$ cat src/rtl/fetch_stage.sv
// Instruction fetch / pre-decode: owns the PC, assembles one- and two-word instructions.
// Optional boot-vector fetch from words 0/1 when FETCH_RESET_VECTOR_EN is defined.
module fetch_stage #(
  parameter int                    ADDR_WIDTH = 32,
  parameter logic [ADDR_WIDTH-1:0] RESET_PC   = '0
) (
  input  logic                  clk,
  input  logic                  rst_n,
  output logic [ADDR_WIDTH-1:0] imem_addr,
  input  logic [15:0]           imem_rdata,
  input  logic                  stall,
  input  logic                  jump_occured,
  input  logic [ADDR_WIDTH-1:0] jump_target,
  output logic [4:0]            opcode,
  output logic [2:0]            rdst,
  output logic [2:0]            rsrc,
  output logic [15:0]           immediate,
  output logic                  instr_valid,
  output logic [ADDR_WIDTH-1:0] pc_out
);

  localparam logic [1:0] ST_FETCH = 2'd0;
  localparam logic [1:0] ST_IMM   = 2'd1;
  localparam logic [1:0] ST_BOOT0 = 2'd2;
  localparam logic [1:0] ST_BOOT1 = 2'd3;

  localparam logic [ADDR_WIDTH-1:0] ONE = {{(ADDR_WIDTH-1){1'b0}}, 1'b1};

  logic [ADDR_WIDTH-1:0] pc_q, pc_d;
  logic [1:0]            state_q, state_d;
  logic [15:0]           hold_q, hold_d;
  logic [ADDR_WIDTH-1:0] hold_pc_q, hold_pc_d;
  logic [4:0]            opcode_q, opcode_d;
  logic [2:0]            rdst_q, rdst_d;
  logic [2:0]            rsrc_q, rsrc_d;
  logic [15:0]           imm_q, imm_d;
  logic                  valid_q, valid_d;
  logic [ADDR_WIDTH-1:0] pc_out_q, pc_out_d;
  logic                  two_word;

  assign two_word = (imem_rdata[15:11] == 5'd14) || (imem_rdata[15:11] == 5'd30) ||
                    (imem_rdata[15:11] == 5'd31);

`ifdef FETCH_RESET_VECTOR_EN
  logic [15:0]           vec_lo_q, vec_lo_d;
  logic [31:0]           boot_word;
  logic [ADDR_WIDTH-1:0] boot_vec;

  assign boot_word = {imem_rdata, vec_lo_q};
  // Vector is 32 bits wide in memory; fit it to the PC width.
  if (ADDR_WIDTH >= 32) begin : g_vec_pad
    assign boot_vec = {{(ADDR_WIDTH-32){1'b0}}, boot_word};
  end else begin : g_vec_trunc
    assign boot_vec = boot_word[ADDR_WIDTH-1:0];
  end

  always_comb begin
    imem_addr = pc_q;
    if (state_q == ST_BOOT0) imem_addr = '0;
    else if (state_q == ST_BOOT1) imem_addr = ONE;
  end
`else
  assign imem_addr = pc_q;
`endif

  always_comb begin
    pc_d      = pc_q;
    state_d   = state_q;
    hold_d    = hold_q;
    hold_pc_d = hold_pc_q;
    opcode_d  = opcode_q;
    rdst_d    = rdst_q;
    rsrc_d    = rsrc_q;
    imm_d     = imm_q;
    valid_d   = valid_q;
    pc_out_d  = pc_out_q;
`ifdef FETCH_RESET_VECTOR_EN
    vec_lo_d  = vec_lo_q;
    if (state_q == ST_BOOT0 || state_q == ST_BOOT1) begin
      if (!stall) begin
        if (state_q == ST_BOOT0) begin
          vec_lo_d = imem_rdata;
          state_d  = ST_BOOT1;
        end else begin
          pc_d    = boot_vec;
          state_d = ST_FETCH;
        end
      end
    end else
`endif
    if (jump_occured) begin
      pc_d     = jump_target;
      state_d  = ST_FETCH;
      opcode_d = '0;
      rdst_d   = '0;
      rsrc_d   = '0;
      imm_d    = '0;
      valid_d  = 1'b0;
    end else if (!stall) begin
      pc_d = pc_q + ONE;
      if (state_q == ST_IMM) begin
        opcode_d = hold_q[15:11];
        rdst_d   = hold_q[10:8];
        rsrc_d   = hold_q[7:5];
        imm_d    = imem_rdata;
        valid_d  = 1'b1;
        pc_out_d = hold_pc_q;
        state_d  = ST_FETCH;
      end else if (two_word) begin
        // First word parked; emit a bubble while the immediate is fetched.
        hold_d    = imem_rdata;
        hold_pc_d = pc_q;
        state_d   = ST_IMM;
        opcode_d  = '0;
        rdst_d    = '0;
        rsrc_d    = '0;
        imm_d     = '0;
        valid_d   = 1'b0;
      end else begin
        opcode_d = imem_rdata[15:11];
        rdst_d   = imem_rdata[10:8];
        rsrc_d   = imem_rdata[7:5];
        imm_d    = '0;
        valid_d  = 1'b1;
        pc_out_d = pc_q;
      end
    end
  end

  always_ff @(posedge clk or negedge rst_n) begin
    if (!rst_n) begin
      pc_q      <= RESET_PC;
`ifdef FETCH_RESET_VECTOR_EN
      state_q   <= ST_BOOT0;
      vec_lo_q  <= '0;
`else
      state_q   <= ST_FETCH;
`endif
      hold_q    <= '0;
      hold_pc_q <= '0;
      opcode_q  <= '0;
      rdst_q    <= '0;
      rsrc_q    <= '0;
      imm_q     <= '0;
      valid_q   <= 1'b0;
      pc_out_q  <= '0;
    end else begin
      pc_q      <= pc_d;
      state_q   <= state_d;
`ifdef FETCH_RESET_VECTOR_EN
      vec_lo_q  <= vec_lo_d;
`endif
      hold_q    <= hold_d;
      hold_pc_q <= hold_pc_d;
      opcode_q  <= opcode_d;
      rdst_q    <= rdst_d;
      rsrc_q    <= rsrc_d;
      imm_q     <= imm_d;
      valid_q   <= valid_d;
      pc_out_q  <= pc_out_d;
    end
  end

  assign opcode      = opcode_q;
  assign rdst        = rdst_q;
  assign rsrc        = rsrc_q;
  assign immediate   = imm_q;
  assign instr_valid = valid_q;
  assign pc_out      = pc_out_q;

endmodule

$ cat config.mk
export PLATFORM = sky130hd
export DESIGN_NAME = fetch_stage
export DESIGN_NICKNAME = d
export VERILOG_FILES = /design/src/rtl/fetch_stage.sv
export SDC_FILE = /design/constraint.sdc
export NUM_CORES = 1
export LEC_CHECK = 0
export ABC_AREA = 1
export CAP_MARGIN = 20
export CORE_ASPECT_RATIO = 1.5
export CORE_MARGIN = 4
export CORE_UTILIZATION = 45
export CTS_BUF_LIST = sky130_fd_sc_hd__clkbuf_16
export CTS_CLUSTER_SIZE = 24
export DETAILED_ROUTE_END_ITERATION = 12
export PLACE_DENSITY = 0.74
export SLEW_MARGIN = 15
export SYNTH_ARGS = -nofsm -noshare
export SYNTH_HDL_FRONTEND = slang
export SYNTH_SLANG_ARGS = --single-unit
$ cat constraint.sdc
create_clock -name clk -period 1.9 [get_ports clk]
set_input_delay 0.475 -clock clk [delete_from_list [all_inputs] [get_ports clk]]
set_output_delay 0.475 -clock clk [all_outputs]
set_load 0.1 [all_outputs]
# == Yosys cells after proc, flatten, opt, wreduce, memory -nomap -nowiden ==
# Index checks and enable logic that the tools add are counted.
# totals
out_inout_bits,92
mem_bits_rw,0
latchBits,0
elab_cells,53
memories,0
ff_bits,142
rom_bits,0
# classes
mux,27
bitwise_logic,3
n_mul,0
order_cmp,0
eq_ne,6
div,0
shift,0
n_addsub,1
reduce_logical,6
# ops
cell,n
2-to-1 mux 32 bit,4
2-to-1 mux 16 bit,3
"adder 32 x 1 -> 32 bit, second input constant",1
2-to-1 mux 3 bit,8
2-to-1 mux 5 bit,4
"== test 5 bit, second input constant",2
2-to-1 mux 2 bit,4
"== test 5 x 4 -> 1 bit, second input constant",1
2-to-1 mux 1 bit,4
"!= test 2 x 1 -> 1 bit, second input constant",2
AND reduction 4 bit,1
NOT 1 bit,3
AND reduction 3 bit,1
nonzero test 3 bit,1
"== test 2 x 1 -> 1 bit, second input constant",1
logical OR 1 bit,2
AND reduction 2 bit,1

# == Logic depth before layout (Yosys ltp) ==
# Gate-level depths: netlist of run 1.
# logic_depth
word_depth,7
depth_mapped,10

# == Worst setup path before layout of run 1 ==
# No wires, ideal clock.
# synth_timing
path_kind,flip-flop to flip-flop
from,"reg pc_q[0], in the netlist imem_addr[0]"
to,"reg pc_q[14], in the netlist imem_addr[14]"
setup_slack_ns,-0.314
arrival_time_ns,2.101
setup_ns,0.113
t_required_ns,1.787
stages_incl_launch_ff,11
path_buffers,0
path_cell_list,dfrtp_1 -> ha_1 -> nand2_1 -> nor2_2 -> nand2_1 -> nor2_4 -> nand2_1 -> nand2_1 -> nand3_1 -> nand2_1 -> inv_1
# synth_between
elab_chain_len,3
# synth_lines
element,line,rtl
"start, declared",29,"logic [ADDR_WIDTH-1:0] pc_q, pc_d;"
"start signal, assigned",148,pc_q <= pc_d;
adder 32 x 1 -> 32 bit,100,pc_d = pc_q + ONE;
2-to-1 mux 32 bit,99,end else if (!stall) begin
2-to-1 mux 32 bit,91,if (jump_occured) begin
# Every way passes these cells. The select of a mux whose other input is x is not followed.
# A chain may end at the register's enable or synchronous reset.

# == Worst setup path in the final report of run 1 ==
# layout_timing
from,"reg pc_q[0], in the netlist imem_addr[0]"
to,"reg pc_q[28], in the netlist imem_addr[28]"
# Same word-level chain as after synthesis.

==> flow_summary.json, run 1 <==
{
  "synthesis.area_um2": 6585,
  "total_iterations_of_the_first_detailed_routing_run": 7,
  "maximum_number_of_pins_on_one_net_before_global_route_repair": 66,
  "layout.nets": 1016,
  "initial_core_util_pct": 46.40,
  "cp.arrival_ps": 2030,
  "synth_warnings": 0,
  "grt-ovfl-total": 0,
  "synth_top_area_share_pct": 51.68,
  "final.hold.worst_slack_ps": 450.2,
  "cpMostUsedCell": "nand3_1",
  "cts.sinks": 136,
  "drv.max_cap_violation_count": 0,
  "timing.final.crit_share_pct": 91.49,
  "post-route-min-period_ps": 1738,
  "ioPinCount": 144,
  "netlist.top_cell.by_area": "dfrtp_1",
  "cp_num_buf_inv": 0,
  "report.final.setup_viol": 0,
  "route.detailed.drc": 0,
  "grt_pass1_vias": 6122,
  "synthesis.area_per_instance_um2": 8.221,
  "dieWidth_um": 106.8,
  "critical-path-top-delay-family": "simple AND/OR/NAND/NOR gates",
  "routed_vias_inst": 5.240,
  "worst_ir_drop_vdd_v": 0.0006224,
  "setup_ws_ps": 161.7,
  "worstMarginPinSlew_ps": 361.3,
  "cts_max_level": 4,
  "element_type_at_the_critical_path_start": "flip-flop",
  "post_placement_worst_setup_slack_ps": -69.05,
  "worst_clk_skew_ps": 9.025,
  "grt_antenna_before_repair": 0,
  "postSynth.asyncResetShare_pct": 100.0,
  "clk_path_buf_depth": 2,
  "worstPathRequired_ps": 2190,
  "place.detailed.hpwl_mm": 14.09,
  "crit_path_cell_trace": "ha_1 > nand2_1 > nor2_2 > nand2_2 > nor2_1 > nand3_1 > nand3_1 > nand3_1",
  "synthesis.instances": 801,
  "final_max_slew_viol_count": 0,
  "min-delay-path-class": "flip-flop to flip-flop",
  "synth.lib_cells_used.distinct": 29,
  "synthTopCellsByArea": "dfrtp_1, nand2_1, nor2_1",
  "maxSlewHeadroom_pct": 75.91,
  "tritoncts.num_buffers": 17,
  "post_cts_resize_count": 0,
  "height_of_the_die_um": 156.2,
  "synthTopCellsByCount": "nand2_1, dfrtp_1, nor2_1, inv_1, nand3_1",
  "clk_pin_slew_ps": 60,
  "synth-seq-cells": 136,
  "grt_usage_pct": 24.11,
  "critical_path.max_stage_delay_ps": 440,
  "synth_fp_nets": 854,
  "finalHoldViolCount": 0,
  "routabilityCongestion": 0.8736,
  "count_of_input_and_output_buffers": 143,
  "synth_edf_count": 0,
  "n_antenna_cell": 0,
  "layout-drive-gt1-share_pct": 21.72,
  "worst-setup-path-type": "flip-flop to flip-flop",
  "timing.critical_path.to_type": "flip-flop",
  "via_count": 6120,
  "synth_ff_type": "dfrtp_1",
  "antenna_left": 0,
  "core_area_um2": 14190,
  "wl_per_cell_um": 16.51,
  "critical-path-slowest-cell": "dfrtp_2",
  "crit_fanout": 6,
  "design.die.area_um2": 16670,
  "synth_sequential_area_ratio_pct": 51.68,
  "worstSkewPairLatency_ps": 410,
  "wirelength_mm": 19.28,
  "power.density_nw_per_um2": 1059,
  "cell_row_count": 53,
  "run_status": "finished clean",
  "drt_iter0_markers": 317,
  "grt_pass1_wl_mm": 31.84,
  "setup_repair_after_global_routing_missed_its_margin": "false",
  "yosysMostFrequentCell": "nand2_1",
  "cellLeakagePower_nw": 4.624,
  "fillers": 1065,
  "layout-area-overhead-vs-synth_pct": 51.09,
  "clk_root_buffer_cell": "clkbuf_16",
  "max_freq_ghz": 0.5753,
  "cts_tree": "built"
}
==> state kept, by name, summed over array words and instances, names as in the netlist, 3 cells and up <==
signal	count
immediate	16
hold_pc_q	32
opcode	5
pc_out	32
hold_q	11
imem_addr	32
rsrc	3
rdst	3
==> report_power, final <==
group	switching, mW	internal (mW)	leakage, nW
Clock	1.25	2.04	0.292
Combinational	2.27	1.26	2.62
Sequential	0.411	3.31	1.71
Total	3.93	6.61	4.62
==> worst min-delay path: stages (launching register included) <==
cell     delay [ps]
dfrtp_1         320
inv_1            40
nand2_1          50
==> layer usage <==
metal  global-route usage (%)  part of all wire (%)  vias to the layer above
li1                         -                     -                     2928
met1                    27.75                    37                     2933
met2                    42.61                    53                      208
met3                    6.004                   6.4                       51
met4                    9.933                   3.4                        0
met5                        0                     0                        -
==> metrics by stage <==
stage	setup TNS, ps	cells	total power, mW	cell area [µm²]	utilization [%]
floorplan	0	801	5.777	6608	-
finish	0	1168	10.54	9950	70.11
CTS	0	1168	10.59	9950	70.11
global route	0	1168	10.94	9950	70.11
global placement	-1841	1135	7.232	9353	65.91
detailed placement	-2051	1135	7.290	9353	65.91
==> logic make-up (layout without fill, tap and decap cells) <==
family,Yosys count,in the layout,share of synthesized area [%]
AOI/OAI and AO/OA,134,134,14.06
buffers and inverters,107,282,7.429
and+or+nand+nor,416,416,25.71
xor gates and xnor gates,7,7,0.9310
adders and majority gates,1,1,0.1900
DFF,136,136,51.68
==> timing repair <==
action                    in CTS  in global routing
setup buffers                  0                  0
hold buffers                   1                  0
hold endpoints to repair      21                  0
==> cells in the final DEF (no fill, tap or decap) <==
cell             synthesis  layout
nor2_4                   4       4
inv_2                    4       4
buf_6                    8       1
o21ai_0                 42      42
o31ai_1                 15      15
nand3_1                 55      55
dfrtp_2                  0      18
nand2_1                243     241
bufinv_16                0       3
nor2_1                 103     103
dlygate4sd3_1            0       1
clkinvlp_4               0       1
nand4_1                  1       1
a31oi_1                  1       1
a32o_1                   5       5
inv_1                   65      67
o21ai_1                 25      25
clkinv_1                 0       3
o211ai_1                14      14
buf_12                   0     100
dfrtp_1                136     118
o221ai_1                 5       5
clkdlybuf4s50_1          0      50
nor2_2                   6       6
buf_4                    3      28
inv_6                    0       1
clkbuf_16                0      17
a21oi_1                  6       6
nand2_4                  1       1
xor2_1                   7       7
o21bai_1                 4       4
ha_1                     1       1
clkinv_4                 0       3
clkinv_2                 0       2
nand2_2                  3       5
o31ai_2                 17      17
inv_4                    1       1
==> cell type report <==
class	instances	area [µm²]	share of cell area (%)
clock buffer	17	425.4	4.276
multi-input combinational	558	2698	27.11
inverter	70	265.3	2.666
tap	192	240.2	2.414
timing repair buffer	180	2734	27.48
clock inverter	15	161.4	1.622
sequential	136	3426	34.43
==> path summary, 6_finish.rpt <==
check | from | end | slack (ps) | depth (start not counted)
min reg2reg | hold_q[14] | hold_q[14] | 450 | 2
min in group asynchronous | rst_n | immediate[9] | 480 | 2
max in group asynchronous | rst_n | imem_addr[17] | 800 | 3
max reg2reg | imem_addr[0] | imem_addr[28] | 160 | 8
max | imem_addr[0] | imem_addr[28] | 160 | 8
min | hold_q[14] | hold_q[14] | 450 | 2
Power figures use the tool's default switching activity.
==> run 2: changes to the inputs <==
==> constraint.sdc (replaced) <==
create_clock -name clk -period 1.6 [get_ports clk]
set_input_delay 0.4 -clock clk [delete_from_list [all_inputs] [get_ports clk]]
set_output_delay 0.4 -clock clk [all_outputs]
set_load 0.1 [all_outputs]
==> flow_summary.json, run 2 (synthesis results as in run 1) <==
{
  "critical_path_start": "imem_addr[0]",
  "critical-path-slowest-cell": "dfrtp_4",
  "finalHoldViolCount": 0,
  "run_status": "finished, violations left",
  "place.detailed.instances": 1157,
  "grt_usage_pct": 25.48,
  "drv.max_cap_violation_count": 0,
  "finalNonFillerCells": 1205,
  "reg2reg_setup_slack_ps": 0,
  "power.density_nw_per_um2": 1232,
  "final_max_slew_viol_count": 0,
  "dieWidth_um": 106.8,
  "critical-path-top-delay-family": "flip-flops",
  "setup.worst_path.end": "imem_addr[0]",
  "grt_antenna_before_repair": 0,
  "core_area_um2": 14190,
  "cell_row_count": 53,
  "element_type_at_the_critical_path_start": "flip-flop",
  "cellLeakagePower_nw": 4.872,
  "final-seq-area_um2": 3475,
  "clk_root_buffer_cell": "clkbuf_16",
  "layout_commonest_cell": "nand2_1",
  "timing.final.crit_share_pct": 101.0,
  "grt-ovfl-total": 0,
  "layout-drive-gt1-share_pct": 28.73,
  "ioPinCount": 144,
  "routed_vias_inst": 5.422,
  "cpMostUsedCell": "buf_12",
  "cts_max_level": 4,
  "maximum_number_of_pins_on_one_net_before_global_route_repair": 45,
  "total_iterations_of_the_first_detailed_routing_run": 5,
  "setup_repair_after_global_routing_missed_its_margin": "true",
  "final_util_pct": 74.11,
  "clk_pin_slew_ps": 60,
  "crit_path_cell_trace": "buf_12 > buf_12",
  "wirelength_mm": 21.10,
  "critical_path.max_stage_delay_ps": 510,
  "routabilityCongestion": 0.8977,
  "worst_clk_skew_ps": 9.387,
  "grt_pass1_vias": 6675,
  "maxSlewHeadroom_pct": 74.26,
  "cts.sinks": 136,
  "worst_ir_drop_vdd_v": 0.0007372,
  "crit_fanout": 3,
  "clk_path_buf_depth": 2,
  "fillers": 946,
  "design.die.area_um2": 16670,
  "drt_iter0_markers": 447,
  "worst_r2r_path_depth": 8,
  "setup_ws_ps": -15.51,
  "area_of_the_multi_input_gates_um2": 2828,
  "height_of_the_die_um": 156.2,
  "worstMarginPinSlew_ps": 386.1,
  "rr_startpoint": "imem_addr[2]",
  "antenna_left": 0,
  "cp.arrival_ps": 1220,
  "post_placement_worst_setup_slack_ps": -338.8,
  "worstSkewPairLatency_ps": 420,
  "worst-setup-path-type": "flip-flop to primary output",
  "initial_core_util_pct": 46.40,
  "layout-area-overhead-vs-synth_pct": 59.72,
  "n_antenna_cell": 0,
  "post-route-min-period_ps": 1616,
  "place.detailed.hpwl_mm": 14.64,
  "worstPathRequired_ps": 1200,
  "route.detailed.drc": 0,
  "count_of_input_and_output_buffers": 143,
  "layout.nets": 1054,
  "setup_total_neg_slack_ps": -61.11,
  "crit-reg2reg-capture": "imem_addr[23]",
  "violations_in_the_final_reports": "negative setup slack",
  "cts_tree": "built",
  "worst-path-stages": 2,
  "via_count": 6534,
  "tritoncts.num_buffers": 17,
  "min-delay-path-class": "input port to async pin",
  "timing.critical_path.to_type": "primary output",
  "cp_num_buf_inv": 2,
  "wl_per_cell_um": 17.51,
  "grt_pass1_wl_mm": 33.42,
  "max_freq_ghz": 0.6190,
  "report.final.setup_viol": 8,
  "mostFrequentLayoutCells": "nand2_1, dfrtp_1, buf_12"
}
==> run 2: what timing repair did <==
action | 4_1_cts | 5_1_grt
setup buffers | 9 | 10
endpoints found under the hold margin | 30 | 0
gates resized for setup | 6 | 26
endpoints found under the setup margin | 10 | 27
pin swaps | 1 | 25
hold buffers | 1 | 0
==> run 2: power by group <==
| group | switching (mW) | leakage (nW) | internal, mW |
|---|---|---|---|
| Sequential | 0.471 | 1.70 | 3.95 |
| Combinational | 2.82 | 2.88 | 1.64 |
| Clock | 1.49 | 0.290 | 2.58 |
| Total | 4.78 | 4.87 | 8.18 |
==> run 2: how the worst min path moves through the flow <==
stage / from / to / slack, ps / cells past startpoint
after floorplan: rst_n / hold_pc_q[0] / 100 / 0
after global placement: rst_n / immediate[9] / 320 / 1
after detailed placement: rst_n / immediate[9] / 330 / 1
after CTS: rst_n / immediate[9] / 460 / 2
after global routing: rst_n / immediate[9] / 470 / 2
final: rst_n / immediate[7] / 460 / 2
==> run 2: cell type report <==
class | instances | area share (%)
clock buffer | 17 | 4.045
clock inverter | 14 | 1.761
inverter | 70 | 2.522
multi-input combinational | 558 | 26.89
sequential | 136 | 33.04
tap | 192 | 2.284
timing repair buffer | 218 | 29.47
==> run 2: through the flow <==
step	total power [mW]	cell area [µm²]	hold WS, ps
2_1_floorplan	6.904	6696	104.4
3_3_place_gp	8.707	9632	321.5
3_5_place_dp	8.784	9632	326.1
4_1_cts	12.92	10330	456.7
5_1_grt	13.42	10520	471.1
6_report	12.95	10520	456.3
==> run 2: routing by layer <==
metal  GRT usage (%)  vias to the layer above  wire [µm]
li1                -                     2996          -
met1           28.87                     3161       7502
met2           44.83                      299      11160
met3           6.418                       78       1510
met4           11.76                        0        921
met5               0                        -          0
==> run 3: changes to the inputs <==
==> constraint.sdc (replaced) <==
create_clock -name clk -period 1.5 [get_ports clk]
set_input_delay 0.375 -clock clk [delete_from_list [all_inputs] [get_ports clk]]
set_output_delay 0.375 -clock clk [all_outputs]
set_load 0.1 [all_outputs]
==> flow_summary.json, run 3 (synthesis results as in run 1) <==
{
  "drv.max_cap_violation_count": 0,
  "wl_per_cell_um": 19.91,
  "grt_pass1_wl_mm": 36.36,
  "p_comb_share_pct": 34.9,
  "switching_share_pct": 37.28,
  "initial_core_util_pct": 46.40,
  "total_iterations_of_the_first_detailed_routing_run": 11,
  "element_type_at_the_critical_path_start": "flip-flop",
  "height_of_the_die_um": 156.2,
  "core_area_um2": 14190,
  "route.detailed.drc": 1,
  "cts_tree": "built",
  "grt_pass1_vias": 7108,
  "final-seq-area_um2": 3507,
  "reg2reg_setup_slack_ps": -260,
  "fillers": 823,
  "post_placement_worst_setup_slack_ps": -381.6,
  "grt-ovfl-total": 0,
  "worstPathRequired_ps": 1800,
  "drt_iter0_markers": 555,
  "power.share.clock_pct": 32.3,
  "cell_row_count": 53,
  "setup_ws_ps": -258.7,
  "critical_path_start": "imem_addr[19]",
  "dieWidth_um": 106.8,
  "count_of_input_and_output_buffers": 143,
  "max_freq_ghz": 0.5686,
  "timing.final.crit_share_pct": 117.2,
  "final_max_slew_viol_count": 0,
  "worst_ir_drop_vdd_v": 0.0006864,
  "layout_commonest_cell": "nand2_1",
  "area_of_the_multi_input_gates_um2": 3022,
  "post-route-min-period_ps": 1759,
  "routabilityCongestion": 0.9148,
  "clk_path_buf_depth": 2,
  "design.die.area_um2": 16670,
  "report.final.setup_viol": 41,
  "finalHoldViolCount": 0,
  "cellLeakagePower_nw": 5.178,
  "run_status": "finished, violations left",
  "cp.arrival_ps": 2060,
  "routed_vias_inst": 5.663,
  "final_design_area_no_fill_um2": 11130,
  "place.detailed.hpwl_mm": 14.75,
  "worst-setup-path-type": "flip-flop to flip-flop",
  "clk_root_buffer_cell": "clkbuf_16",
  "crit-reg2reg-capture": "imem_addr[30]",
  "worstSkewPairLatency_ps": 430,
  "grt_usage_pct": 27.84,
  "layout.nets": 1086,
  "timing.critical_path.to_type": "flip-flop",
  "rr_startpoint": "imem_addr[19]",
  "wirelength_mm": 24.69,
  "seq_power_share_pct": 32.8,
  "worstMarginPinSlew_ps": 387.7,
  "finalNonFillerCells": 1240,
  "mostFrequentLayoutCells": "nand2_1, buf_12, dfrtp_1",
  "power.density_nw_per_um2": 1299,
  "min-delay-path-class": "input port to async pin",
  "crit_fanout": 4,
  "switching_power_mw": 5.388,
  "layout-drive-gt1-share_pct": 34.51,
  "tritoncts.num_buffers": 17,
  "violations_in_the_final_reports": "design-rule violations, negative setup slack",
  "maximum_number_of_pins_on_one_net_before_global_route_repair": 48,
  "via_count": 7022,
  "place.detailed.instances": 1166,
  "post_detailed_placement_cell_area_um2": 9791,
  "maxSlewHeadroom_pct": 74.15,
  "cts.sinks": 136,
  "worst_clk_skew_ps": 14.75,
  "setup_repair_after_global_routing_missed_its_margin": "true",
  "power_report.internal_total_mw": 9.068,
  "cts_max_level": 4,
  "ioPinCount": 144,
  "layout-area-overhead-vs-synth_pct": 68.97,
  "grt_antenna_before_repair": 2,
  "clk_pin_slew_ps": 60,
  "antenna_left": 0,
  "worst_r2r_path_depth": 8
}
run 3: changes by cell type in the layout (fill, tap and decap cells not counted), moves of 9 or more:
| cell | before | now |
|---|---|---|
| dfrtp_4 | 13 | 25 |
| buf_4 | 55 | 69 |
| nand2_2 | 6 | 16 |
| nand3_1 | 45 | 35 |
| dfrtp_2 | 18 | 8 |
| buf_6 | 7 | 22 |
| nand3_2 | 10 | 19 |
| nand2_1 | 237 | 222 |
run 3: power groups by stage:
stage,Sequential (mW),Clock [mW],Combinational [mW]
final,4.74,4.67,5.05
after global routing,4.79,4.88,5.24
after CTS,4.71,4.67,4.89
after detailed placement,4.74,0,4.70
after global placement,4.73,0,4.61
after floorplan,6.55,0,0.834
run 3: worst max-delay path: stages, from the launching register on:
cell      delay [ps]
dfrtp_4          450
buf_4            160
nand2_1           70
inv_1             80
nand3_1          200
nor2_1           350
nand3_1          160
nand2_1          100
o21bai_1          60
run 3: final cells by class:
class / count / area share, %
sequential: 136 / 31.52
clock buffer: 17 / 3.823
antenna: 2 / 0.04498
multi-input combinational: 558 / 27.16
tap: 192 / 2.159
inverter: 70 / 2.384
timing repair buffer: 250 / 30.90
clock inverter: 15 / 2.013
run 3: what timing repair did:
item,4_1_cts,5_1_grt
resized for setup,35,58
setup buffers,40,8
hold buffers,1,0
pin swaps,11,30
hold endpoints to repair,20,0
gates cloned,0,0
setup endpoints to repair,38,114
run 3: how the worst max path moves through the flow:
stage / to / depth (start not counted)
floorplan: imem_addr[12] / 8
global placement: hold_pc_q[25] / 8
detailed placement: pc_out[23] / 8
CTS: imem_addr[6] / 2
global route: imem_addr[30] / 7
finish: imem_addr[30] / 8
run 3: through the flow:
step / power [mW] / utilization, % / setup TNS [ps] / hold WS, ps
final: 14.46 / 78.41 / -3432 / 382.3
after floorplan: 7.388 / - / -1285 / 79.41
after detailed placement: 9.435 / 68.99 / -35450 / 253.4
after CTS: 14.27 / 76.40 / -1907 / 379.5
after global placement: 9.342 / 68.99 / -33660 / 250.8
after global routing: 14.90 / 78.41 / -5469 / 405.7
run 3: per-layer routing:
| metal | wire length (µm) | GRT usage, % | vias to the layer above |
|---|---|---|---|
| met3 | 1817 | 6.335 | 133 |
| met4 | 1537 | 18.40 | 0 |
| li1 | - | - | 3054 |
| met1 | 8407 | 30.45 | 3379 |
| met2 | 12920 | 47.99 | 456 |
| met5 | 0 | 0 | - |
